## config.mk

```make
export PLATFORM = sky130hd
export DESIGN_NAME = lsu_clkgate_ctrl_flat
export DESIGN_NICKNAME = d
export VERILOG_FILES = /design/src/rtl/lsu_clkgate_ctrl_if.sv /design/src/rtl/lsu_clkgate_ctrl.sv /design/src/flat_wrapper.sv
export SDC_FILE = /design/constraint.sdc
export NUM_CORES = 1
export LEC_CHECK = 0
export BUFFER_PORTS_ARGS = -buffer_cell sky130_fd_sc_hd__buf_2
export CORE_UTILIZATION = 45
export CTS_BUF_LIST = sky130_fd_sc_hd__clkbuf_16
export DETAILED_ROUTE_END_ITERATION = 12
export MAX_ROUTING_LAYER = met4
export PLACE_DENSITY = 0.76
export SLEW_MARGIN = 20
export SYNTH_ARGS = -nofsm -noshare
export SYNTH_HDL_FRONTEND = slang
export SYNTH_SLANG_ARGS = --single-unit
```

## constraint.sdc

```tcl
create_clock -name clk -period 1.98 [get_ports clk]
set_input_delay 0.297 -clock clk [delete_from_list [all_inputs] [get_ports clk]]
set_output_delay 0.297 -clock clk [all_outputs]
set_load 0.05 [all_outputs]
```

## src/rtl/lsu_clkgate_ctrl_if.sv

```systemverilog
`default_nettype none
// ============================================================================
// Module      : lsu_clkgate_ctrl_if
// Description : Bundles the activity inputs, the enable outputs and the gated
//               clock outputs of the LSU clock-gating controller.
// Revision    : 1.0 - initial release
// ============================================================================
interface lsu_clkgate_ctrl_if #(
    parameter int NUM_STAGES = 5,
    parameter int NUM_BUF    = 3,
    parameter int HOLD_W     = 4
);
    // activity / control inputs to the controller
    logic                  scan_mode;
    logic                  clk_override;
    logic                  freeze;
    logic [NUM_STAGES:0]   pkt_valid;
    logic                  dma_req;
    logic [NUM_BUF-1:0]    buf_busy;
    logic [HOLD_W-1:0]     hold_cfg;

    // enables, gated clocks and status from the controller
    logic [NUM_STAGES-1:0] stage_c1_clken;
    logic [NUM_STAGES-1:0] stage_c2_clken;
    logic [NUM_STAGES-1:0] freeze_c1_clken;
    logic [NUM_STAGES-1:0] stage_c1_clk;
    logic [NUM_STAGES-1:0] stage_c2_clk;
    logic [NUM_BUF-1:0]    buf_clken;
    logic [NUM_BUF-1:0]    buf_clk;
    logic                  free_clken;
    logic                  idle;
    logic [31:0]           gated_cycles;

    // side that produces activity and consumes enables
    modport master (
        output scan_mode, clk_override, freeze, pkt_valid, dma_req,
               buf_busy, hold_cfg,
        input  stage_c1_clken, stage_c2_clken, freeze_c1_clken,
               stage_c1_clk, stage_c2_clk, buf_clken, buf_clk,
               free_clken, idle, gated_cycles
    );

    // controller side
    modport slave (
        input  scan_mode, clk_override, freeze, pkt_valid, dma_req,
               buf_busy, hold_cfg,
        output stage_c1_clken, stage_c2_clken, freeze_c1_clken,
               stage_c1_clk, stage_c2_clk, buf_clken, buf_clk,
               free_clken, idle, gated_cycles
    );
endinterface
`default_nettype wire

```

## src/rtl/lsu_clkgate_ctrl.sv

```systemverilog
`default_nettype none
// ============================================================================
// Module      : lsu_clkgate_ctrl (with clock header rvoclkhdr)
// Description : Per-stage c1/c2/freeze-qualified clock enables for an
//               NUM_STAGES-deep LSU pipeline, plus NUM_BUF buffer clock
//               domains each held on for hold_cfg cycles after activity ends.
//               Optional gated-cycle statistics counter: LSU_CLKGATE_STATS_EN.
// Revision    : 1.0 - initial release
// ============================================================================

// Glitch-free clock header: enable is captured while clk is low.
module rvoclkhdr (
    input  wire logic en,
    input  wire logic clk,
    input  wire logic scan_mode,
    output logic      l1clk
);
    logic r_en_lat;

    // capture enable on the falling edge so l1clk cannot glitch in the high phase
    always_ff @(negedge clk) begin
        r_en_lat <= en | scan_mode;
    end

    assign l1clk = clk & r_en_lat;
endmodule

module lsu_clkgate_ctrl #(
    parameter int NUM_STAGES = 5,
    parameter int NUM_BUF    = 3,
    parameter int HOLD_W     = 4
) (
    input  wire logic          clk,
    input  wire logic          rst_l,
    lsu_clkgate_ctrl_if.slave  bus
);
    typedef enum logic [1:0] {
        ST_IDLE   = 2'd0,
        ST_ACTIVE = 2'd1,
        ST_DRAIN  = 2'd2
    } buf_state_t;

    localparam logic [HOLD_W-1:0] C_CNT_ONE = HOLD_W'(1);

    logic [NUM_STAGES-1:0] r_c1_q;
    logic [NUM_STAGES-1:0] w_c1_clken;
    logic [NUM_STAGES-1:0] w_c2_clken;
    logic [NUM_STAGES-1:0] w_frz_clken;
    logic [NUM_STAGES-1:0] w_c1_clk;
    logic [NUM_STAGES-1:0] w_c2_clk;
    logic [NUM_BUF-1:0]    w_buf_clken;
    logic [NUM_BUF-1:0]    w_buf_clk;
    logic [NUM_BUF-1:0]    w_chan_idle;
    logic                  w_free_c1;
    logic                  r_free_q;
    logic                  w_free_clken;

    // ------------------------------------------------------------------
    // Pipeline stage enables
    // ------------------------------------------------------------------
    for (genvar s = 0; s < NUM_STAGES; s++) begin : g_stage
        if (s == 0) begin : g_first
            // decode stage is woken by a decode packet or a DMA request
            assign w_c1_clken[s]  = bus.pkt_valid[s] | bus.dma_req | bus.clk_override;
            assign w_frz_clken[s] = (bus.pkt_valid[s] | bus.dma_req | bus.clk_override)
                                    & ~bus.freeze;
        end else begin : g_rest
            // later stages follow the previous stage's enable one cycle behind
            assign w_c1_clken[s]  = bus.pkt_valid[s] | r_c1_q[s-1] | bus.clk_override;
            assign w_frz_clken[s] = (bus.pkt_valid[s] | bus.clk_override) & ~bus.freeze;
        end
        // c2 stays on for the cycle after c1 as well
        assign w_c2_clken[s] = w_c1_clken[s] | r_c1_q[s] | bus.clk_override;

        rvoclkhdr u_c1_hdr (
            .en        (w_c1_clken[s]),
            .clk       (clk),
            .scan_mode (bus.scan_mode),
            .l1clk     (w_c1_clk[s])
        );
        rvoclkhdr u_c2_hdr (
            .en        (w_c2_clken[s]),
            .clk       (clk),
            .scan_mode (bus.scan_mode),
            .l1clk     (w_c2_clk[s])
        );
    end

    // stage enable history; freeze does not stop propagation
    always_ff @(posedge clk or negedge rst_l) begin
        if (!rst_l) begin
            r_c1_q <= '0;
        end else begin
            r_c1_q <= w_c1_clken;
        end
    end

    // ------------------------------------------------------------------
    // Buffer clock domains
    // ------------------------------------------------------------------
    for (genvar b = 0; b < NUM_BUF; b++) begin : g_buf
        buf_state_t        r_state;
        buf_state_t        w_state_nxt;
        logic [HOLD_W-1:0] r_cnt;
        logic [HOLD_W-1:0] w_cnt_nxt;

        // channel state and hold-off counter
        always_ff @(posedge clk or negedge rst_l) begin
            if (!rst_l) begin
                r_state <= ST_IDLE;
                r_cnt   <= '0;
            end else begin
                r_state <= w_state_nxt;
                r_cnt   <= w_cnt_nxt;
            end
        end

        // next-state: busy always wins; DRAIN counts down a latched hold_cfg
        always_comb begin
            w_state_nxt = r_state;
            w_cnt_nxt   = r_cnt;
            case (r_state)
                ST_IDLE: begin
                    if (bus.buf_busy[b]) begin
                        w_state_nxt = ST_ACTIVE;
                    end
                end
                ST_ACTIVE: begin
                    if (!bus.buf_busy[b]) begin
                        if (bus.hold_cfg == '0) begin
                            w_state_nxt = ST_IDLE;
                            w_cnt_nxt   = '0;
                        end else begin
                            w_state_nxt = ST_DRAIN;
                            w_cnt_nxt   = bus.hold_cfg;
                        end
                    end
                end
                ST_DRAIN: begin
                    if (bus.buf_busy[b]) begin
                        w_state_nxt = ST_ACTIVE;
                    end else if (r_cnt <= C_CNT_ONE) begin
                        w_state_nxt = ST_IDLE;
                        w_cnt_nxt   = '0;
                    end else begin
                        w_cnt_nxt   = r_cnt - C_CNT_ONE;
                    end
                end
                default: begin
                    w_state_nxt = ST_IDLE;
                    w_cnt_nxt   = '0;
                end
            endcase
        end

        // The enable looks at where the channel is going: it rises with busy
        // and drops in the cycle the last hold-off edge is no longer needed,
        // so the domain sees exactly hold_cfg extra cycles after busy falls.
        assign w_buf_clken[b] = (w_state_nxt != ST_IDLE) | bus.buf_busy[b] | bus.clk_override;
        assign w_chan_idle[b] = (r_state == ST_IDLE);

        rvoclkhdr u_buf_hdr (
            .en        (w_buf_clken[b]),
            .clk       (clk),
            .scan_mode (bus.scan_mode),
            .l1clk     (w_buf_clk[b])
        );
    end

    // ------------------------------------------------------------------
    // Global activity and idle
    // ------------------------------------------------------------------
    assign w_free_c1    = (|bus.pkt_valid) | (|bus.buf_busy) | bus.clk_override;
    assign w_free_clken = w_free_c1 | r_free_q;

    // one-cycle extension of the global activity enable
    always_ff @(posedge clk or negedge rst_l) begin
        if (!rst_l) begin
            r_free_q <= 1'b0;
        end else begin
            r_free_q <= w_free_c1;
        end
    end

`ifdef LSU_CLKGATE_STATS_EN
    logic [31:0] r_gated_cycles;

    // count cycles with the global enable off, saturating
    always_ff @(posedge clk or negedge rst_l) begin
        if (!rst_l) begin
            r_gated_cycles <= 32'd0;
        end else if (!w_free_clken && (r_gated_cycles != 32'hFFFF_FFFF)) begin
            r_gated_cycles <= r_gated_cycles + 32'd1;
        end
    end

    assign bus.gated_cycles = r_gated_cycles;
`else
    assign bus.gated_cycles = 32'd0;
`endif

    assign bus.stage_c1_clken  = w_c1_clken;
    assign bus.stage_c2_clken  = w_c2_clken;
    assign bus.freeze_c1_clken = w_frz_clken;
    assign bus.stage_c1_clk    = w_c1_clk;
    assign bus.stage_c2_clk    = w_c2_clk;
    assign bus.buf_clken       = w_buf_clken;
    assign bus.buf_clk         = w_buf_clk;
    assign bus.free_clken      = w_free_clken;
    assign bus.idle            = ~w_free_clken & (&w_chan_idle) & ~(|r_c1_q);
endmodule
`default_nettype wire

```

## src/flat_wrapper.sv

```systemverilog
// flat-port wrapper written by rule: the top's interface ports become plain ports
module lsu_clkgate_ctrl_flat 
#(
    parameter int NUM_STAGES = 5,
    parameter int NUM_BUF    = 3,
    parameter int HOLD_W     = 4
)
  (clk, rst_l, bus_scan_mode, bus_clk_override, bus_freeze, bus_pkt_valid, bus_dma_req, bus_buf_busy, bus_hold_cfg, bus_stage_c1_clken, bus_stage_c2_clken, bus_freeze_c1_clken, bus_stage_c1_clk, bus_stage_c2_clk, bus_buf_clken, bus_buf_clk, bus_free_clken, bus_idle, bus_gated_cycles);
  lsu_clkgate_ctrl_if #(.NUM_STAGES(NUM_STAGES), .NUM_BUF(NUM_BUF), .HOLD_W(HOLD_W)) bus_i ();
  input  wire logic clk;
  input  wire logic rst_l;
  input wire logic [$bits(bus_i.scan_mode)-1:0] bus_scan_mode;
  input wire logic [$bits(bus_i.clk_override)-1:0] bus_clk_override;
  input wire logic [$bits(bus_i.freeze)-1:0] bus_freeze;
  input wire logic [$bits(bus_i.pkt_valid)-1:0] bus_pkt_valid;
  input wire logic [$bits(bus_i.dma_req)-1:0] bus_dma_req;
  input wire logic [$bits(bus_i.buf_busy)-1:0] bus_buf_busy;
  input wire logic [$bits(bus_i.hold_cfg)-1:0] bus_hold_cfg;
  output wire logic [$bits(bus_i.stage_c1_clken)-1:0] bus_stage_c1_clken;
  output wire logic [$bits(bus_i.stage_c2_clken)-1:0] bus_stage_c2_clken;
  output wire logic [$bits(bus_i.freeze_c1_clken)-1:0] bus_freeze_c1_clken;
  output wire logic [$bits(bus_i.stage_c1_clk)-1:0] bus_stage_c1_clk;
  output wire logic [$bits(bus_i.stage_c2_clk)-1:0] bus_stage_c2_clk;
  output wire logic [$bits(bus_i.buf_clken)-1:0] bus_buf_clken;
  output wire logic [$bits(bus_i.buf_clk)-1:0] bus_buf_clk;
  output wire logic [$bits(bus_i.free_clken)-1:0] bus_free_clken;
  output wire logic [$bits(bus_i.idle)-1:0] bus_idle;
  output wire logic [$bits(bus_i.gated_cycles)-1:0] bus_gated_cycles;
  assign bus_i.scan_mode = bus_scan_mode;
  assign bus_i.clk_override = bus_clk_override;
  assign bus_i.freeze = bus_freeze;
  assign bus_i.pkt_valid = bus_pkt_valid;
  assign bus_i.dma_req = bus_dma_req;
  assign bus_i.buf_busy = bus_buf_busy;
  assign bus_i.hold_cfg = bus_hold_cfg;
  assign bus_stage_c1_clken = bus_i.stage_c1_clken;
  assign bus_stage_c2_clken = bus_i.stage_c2_clken;
  assign bus_freeze_c1_clken = bus_i.freeze_c1_clken;
  assign bus_stage_c1_clk = bus_i.stage_c1_clk;
  assign bus_stage_c2_clk = bus_i.stage_c2_clk;
  assign bus_buf_clken = bus_i.buf_clken;
  assign bus_buf_clk = bus_i.buf_clk;
  assign bus_free_clken = bus_i.free_clken;
  assign bus_idle = bus_i.idle;
  assign bus_gated_cycles = bus_i.gated_cycles;
  lsu_clkgate_ctrl #(.NUM_STAGES(NUM_STAGES), .NUM_BUF(NUM_BUF), .HOLD_W(HOLD_W)) u_core (.clk(clk), .rst_l(rst_l), .bus(bus_i));
endmodule
```

### Yosys cells after proc, flatten, opt, wreduce, memory -nomap -nowiden

Index checks and enable logic that the tools add are counted.

| word-level totals | value |
|---|---|
| logic and storage cells | 154 |
| output and inout port bits | 65 |
| register bits | 37 |

| operators by class | value |
|---|---|
| multiplexer cells | 29 |
| bitwise operators | 72 |
| $lt $le $gt $ge | 3 |
| add/subtract/negate cells | 3 |
| equality and inequality tests | 12 |
| reductions and logical operators | 14 |

Operator list:

| cell | count |
|---|---|
| $or 1x1->1 | 46 |
| $mux 4 | 10 |
| $pmux 4 s3 | 3 |
| $mux 2 | 13 |
| $and 1x1->1 | 20 |
| $pmux 2 s3 | 3 |
| $le 4x1->1 const B | 3 |
| $ne 2x2->1 const B | 6 |
| $reduce_and 3->1 | 4 |
| $sub 4x1->4 const B | 3 |
| $eq 2x1->1 const B | 3 |
| $eq 2x2->1 const B | 3 |
| $logic_not 2->1 | 3 |
| $not 1->1 | 6 |
| $reduce_bool 2->1 | 3 |
| $reduce_or 6->1 | 1 |
| $reduce_or 5->1 | 1 |
| $logic_not 4->1 | 1 |
| $reduce_or 3->1 | 1 |

### Longest topological paths before layout

| depth | value |
|---|---|
| depth after elaboration | 8 |
| depth in mapped cells | 7 |

### Cells and area by module

Synthesis repeated with hierarchy kept, for this count alone.

| unflattened totals | value |
|---|---|
| cells, all modules | 264 |
| area total of the unflattened synthesis | 2,349.8 um^2 |

By module, submodules not included:

| module | cells each | instances | area an instance (um^2) | sequential area each (um^2) |
|---|---|---|---|---|
| lsu_clkgate_ctrl | 212 | 1 | 1,878.1 | 600.6 |
| rvoclkhdr | 4 | 13 | 36.3 | 20.0 |

==> metrics.txt <==
most numerous cell in the Yosys netlist=buf_4; initial antenna violation count=0; grt total ovfl=0; register area share after synthesis=0.325; power per cell area=slightly above 2000 mW/mm2; RR Startpoint=u_core.g_buf[1].r_cnt[0]$_DFFE_PN0P_; first drt pass iteration count=4; outcome=finished with violations; Fillers=349; Placer Congestion=0.903; gr usage total=0.295; Register-to-Register Path Depth=6; CP Launch Point=u_core.g_buf[1].r_cnt[0]$_DFFE_PN0P_; maxcap violations=0; largest net degree at the start of global routing=25; Hold Fails Final Rpt=0; critical path arrival=2.02 ns; mapped cell area=0.00265 mm2; failing checks=negative setup slack; Final WS setup=-0.685 ns; Post-synth EDFFs=0; CP Capture Type=register; area delta synth->final=59.7%; CP max-delay cell=or4b_1; worst-path fanout max=4; Synth top cells by count=buf_4, nor2_1, dfrtp_1, ha_1, o21ai_0; area share of the largest cell type after synthesis=0.227; NumNets Final=479; number of global-route vias before repair=a little under 3000; Die H=roughly 80 um; clk_lat worst skew=0.49 ns; row count=27; CP Data Required Time=about 1.3 ns; Crit Path Class=reg2reg; startpoint types=register; CP max stage delay=0.51 ns; synth unique cells=48; sequential cell area=877 um2; worst hold path type=in2reg; area of the multi-input gates=0.00164 mm2; crit-path leading delay family=simple AND/OR/NAND/NOR gates; area leader, netlist=dfrtp_1; fin. max-slew vios=0; Synth area leaders=dfrtp_1, buf_4, dfxtp_1; CP Cell Sequence=buf_6, ha_4, nor2_4, o31ai_4, o221ai_2, or4b_1; R2R setup slack=-0.69 ns; vias post-DR=2683; Leak=2.00 nW; die area=0.00619 mm2; core area=0.00557 mm2; Buffers & Inverters on Critical Path=1; DR vias/cell=5.20; DRC=0; placed inst area=0.00327 mm2; Port-buffer cells=51; # IOs=84; Starting Density=0.475; setup violation total in the final timing report=37; Yosys Warn Count=0; Async SR Flop Fraction=0.649; Worst R2R End=u_core.g_buf[1].u_buf_hdr.r_en_lat$_DFF_N_; Rel. slew slack=0.598; RSZ-0062 raised after global routing=yes; worst vdd rail ir drop=1.76 mV; post-DP HPWL=5030 um; Final Util=0.758; Worst-Margin Slew=0.603 ns; CTS tree=done; post-synthesis cell count=~310; Die W=78.7 um; Ant. Diodes=0; critical path depth=6; Routed Antenna Nets=0; final WL=~8200 um; DR WL/cell=15.9 um; layout cells sized above 1=0.529; Most used DFF post-synth=dfrtp_1; #FFs+latches synth=37; Starting DRT DRC Count=145; Final Skew=0.0940 ns; Clock Pin Slew Worst Setup and Hold Paths=0.06 ns; CP endpoint=u_core.g_buf[1].u_buf_hdr.r_en_lat$_DFF_N_; first-pass GRT wire length=about 13000 um; syn_area_per_cell=8.67 um2; Final Cell Area=0.00423 mm2
power by group:
part           switching, mW  internal, mW
combinational           1.58          1.57
clock                   1.95          2.34
sequential             0.170         0.937
logic make-up after synthesis:
kind of cell | count (synthesis) | synth area share
other | 1 | 0.00142
and+or+nand+nor | 111 | 0.227
xor gates and xnor gates | 1 | 0.00331
muxes | 2 | 0.00851
buffers and inverters | 79 | 0.194
adders and majority gates | 18 | 0.0851
AOI/OAI and AO/OA | 56 | 0.155
DFF | 37 | 0.325
state kept, by name (all words and copies together), names as in the netlist:
| signal | count |
|---|---|
| u_core.g_stage.u_c2_hdr.r_en_lat | 5 |
| u_core.r_c1_q | 5 |
| u_core.g_stage.u_c1_hdr.r_en_lat | 5 |
| u_core.r_free_q | 1 |
| u_core.g_buf.r_state | 6 |
| u_core.g_buf.r_cnt | 12 |
| u_core.g_buf.u_buf_hdr.r_en_lat | 3 |
cell usage in the layout (no fill, tap or decap), drive strengths merged, types with 2 or more instances in the layout:
| master | n |
|---|---|
| a21oi | 4 |
| a221oi | 4 |
| a22oi | 3 |
| a31o | 5 |
| a32o | 2 |
| and2 | 14 |
| buf | 140 |
| clkbuf | 13 |
| conb | 32 |
| dfrtp | 24 |
| dfxtp | 13 |
| ha | 18 |
| inv | 31 |
| mux2 | 2 |
| nand2 | 15 |
| nand2b | 8 |
| nand3 | 2 |
| nand3b | 2 |
| nand4 | 2 |
| nand4b | 2 |
| nor2 | 28 |
| nor3 | 9 |
| nor4 | 3 |
| o21a | 2 |
| o21ai | 18 |
| o22ai | 2 |
| o31a | 3 |
| o31ai | 4 |
| or2 | 9 |
| or3 | 10 |
| or4 | 3 |
worst reg2reg max path, stage by stage (launching register included):
cell      delay [ns]
dfrtp_1         0.40
buf_6           0.12
ha_4            0.13
nor2_4          0.04
o31ai_4         0.26
o221ai_2        0.16
or4b_1          0.51
per-layer routing:
layer  track usage  routed length, um  vias to the layer above
li1              -                  -                     1248
met1         0.282               2960                     1275
met2         0.500               4280                      119
met3        0.0977                618                       41
met4         0.206                334                        0
met5             -                  0                        -
timing repair:
action	4_1_cts	5_1_grt
hold endpoints to repair	24	0
gates resized for setup	111	20
cloned	0	0
endpoints found under the setup margin	41	42
pin swaps	22	8
hold buffers	1	0
buffers inserted	7	8
per-stage QoR:
stage	power [mW]	setup slack (ns)	hold slack (ns)	std cells	TNS (ns)
2_1_floorplan	4.28	-0.764	0.00141	336	-2.68
3_3_place_gp	4.96	-0.912	0.326	472	-5.74
3_5_place_dp	5.07	-0.960	0.331	472	-6.12
4_1_cts	8.18	-0.706	0.157	509	-7.87
5_1_grt	9.01	-0.729	0.204	516	-9.01
6_report	8.55	-0.685	0.213	516	-8.09
area by class of cell:
class / count / share of cell area
clock inverters: 17 / 0.0201
inverters: 16 / 0.0142
flip-flops and latches: 37 / 0.208
repair buffers: 128 / 0.225
well taps: 72 / 0.0213
clock buffers: 26 / 0.123
multi-input cells: 220 / 0.388
worst min-delay path by stage:
stage                startpoint                                   end  depth (start not counted)
2_1_floorplan             rst_l  u_core.g_buf[0].r_cnt[0]$_DFFE_PN0P_                          0
3_3_place_gp              rst_l  u_core.g_buf[2].r_cnt[1]$_DFFE_PN0P_                          1
3_5_place_dp              rst_l  u_core.g_buf[2].r_cnt[0]$_DFFE_PN0P_                          1
4_1_cts        bus_pkt_valid[1]            u_core.r_c1_q[1]$_DFF_PN0_                          2
5_1_grt        bus_pkt_valid[5]             u_core.r_free_q$_DFF_PN0_                          3
6_report       bus_pkt_valid[5]             u_core.r_free_q$_DFF_PN0_                          3
(Power assumes the default switching activity.)
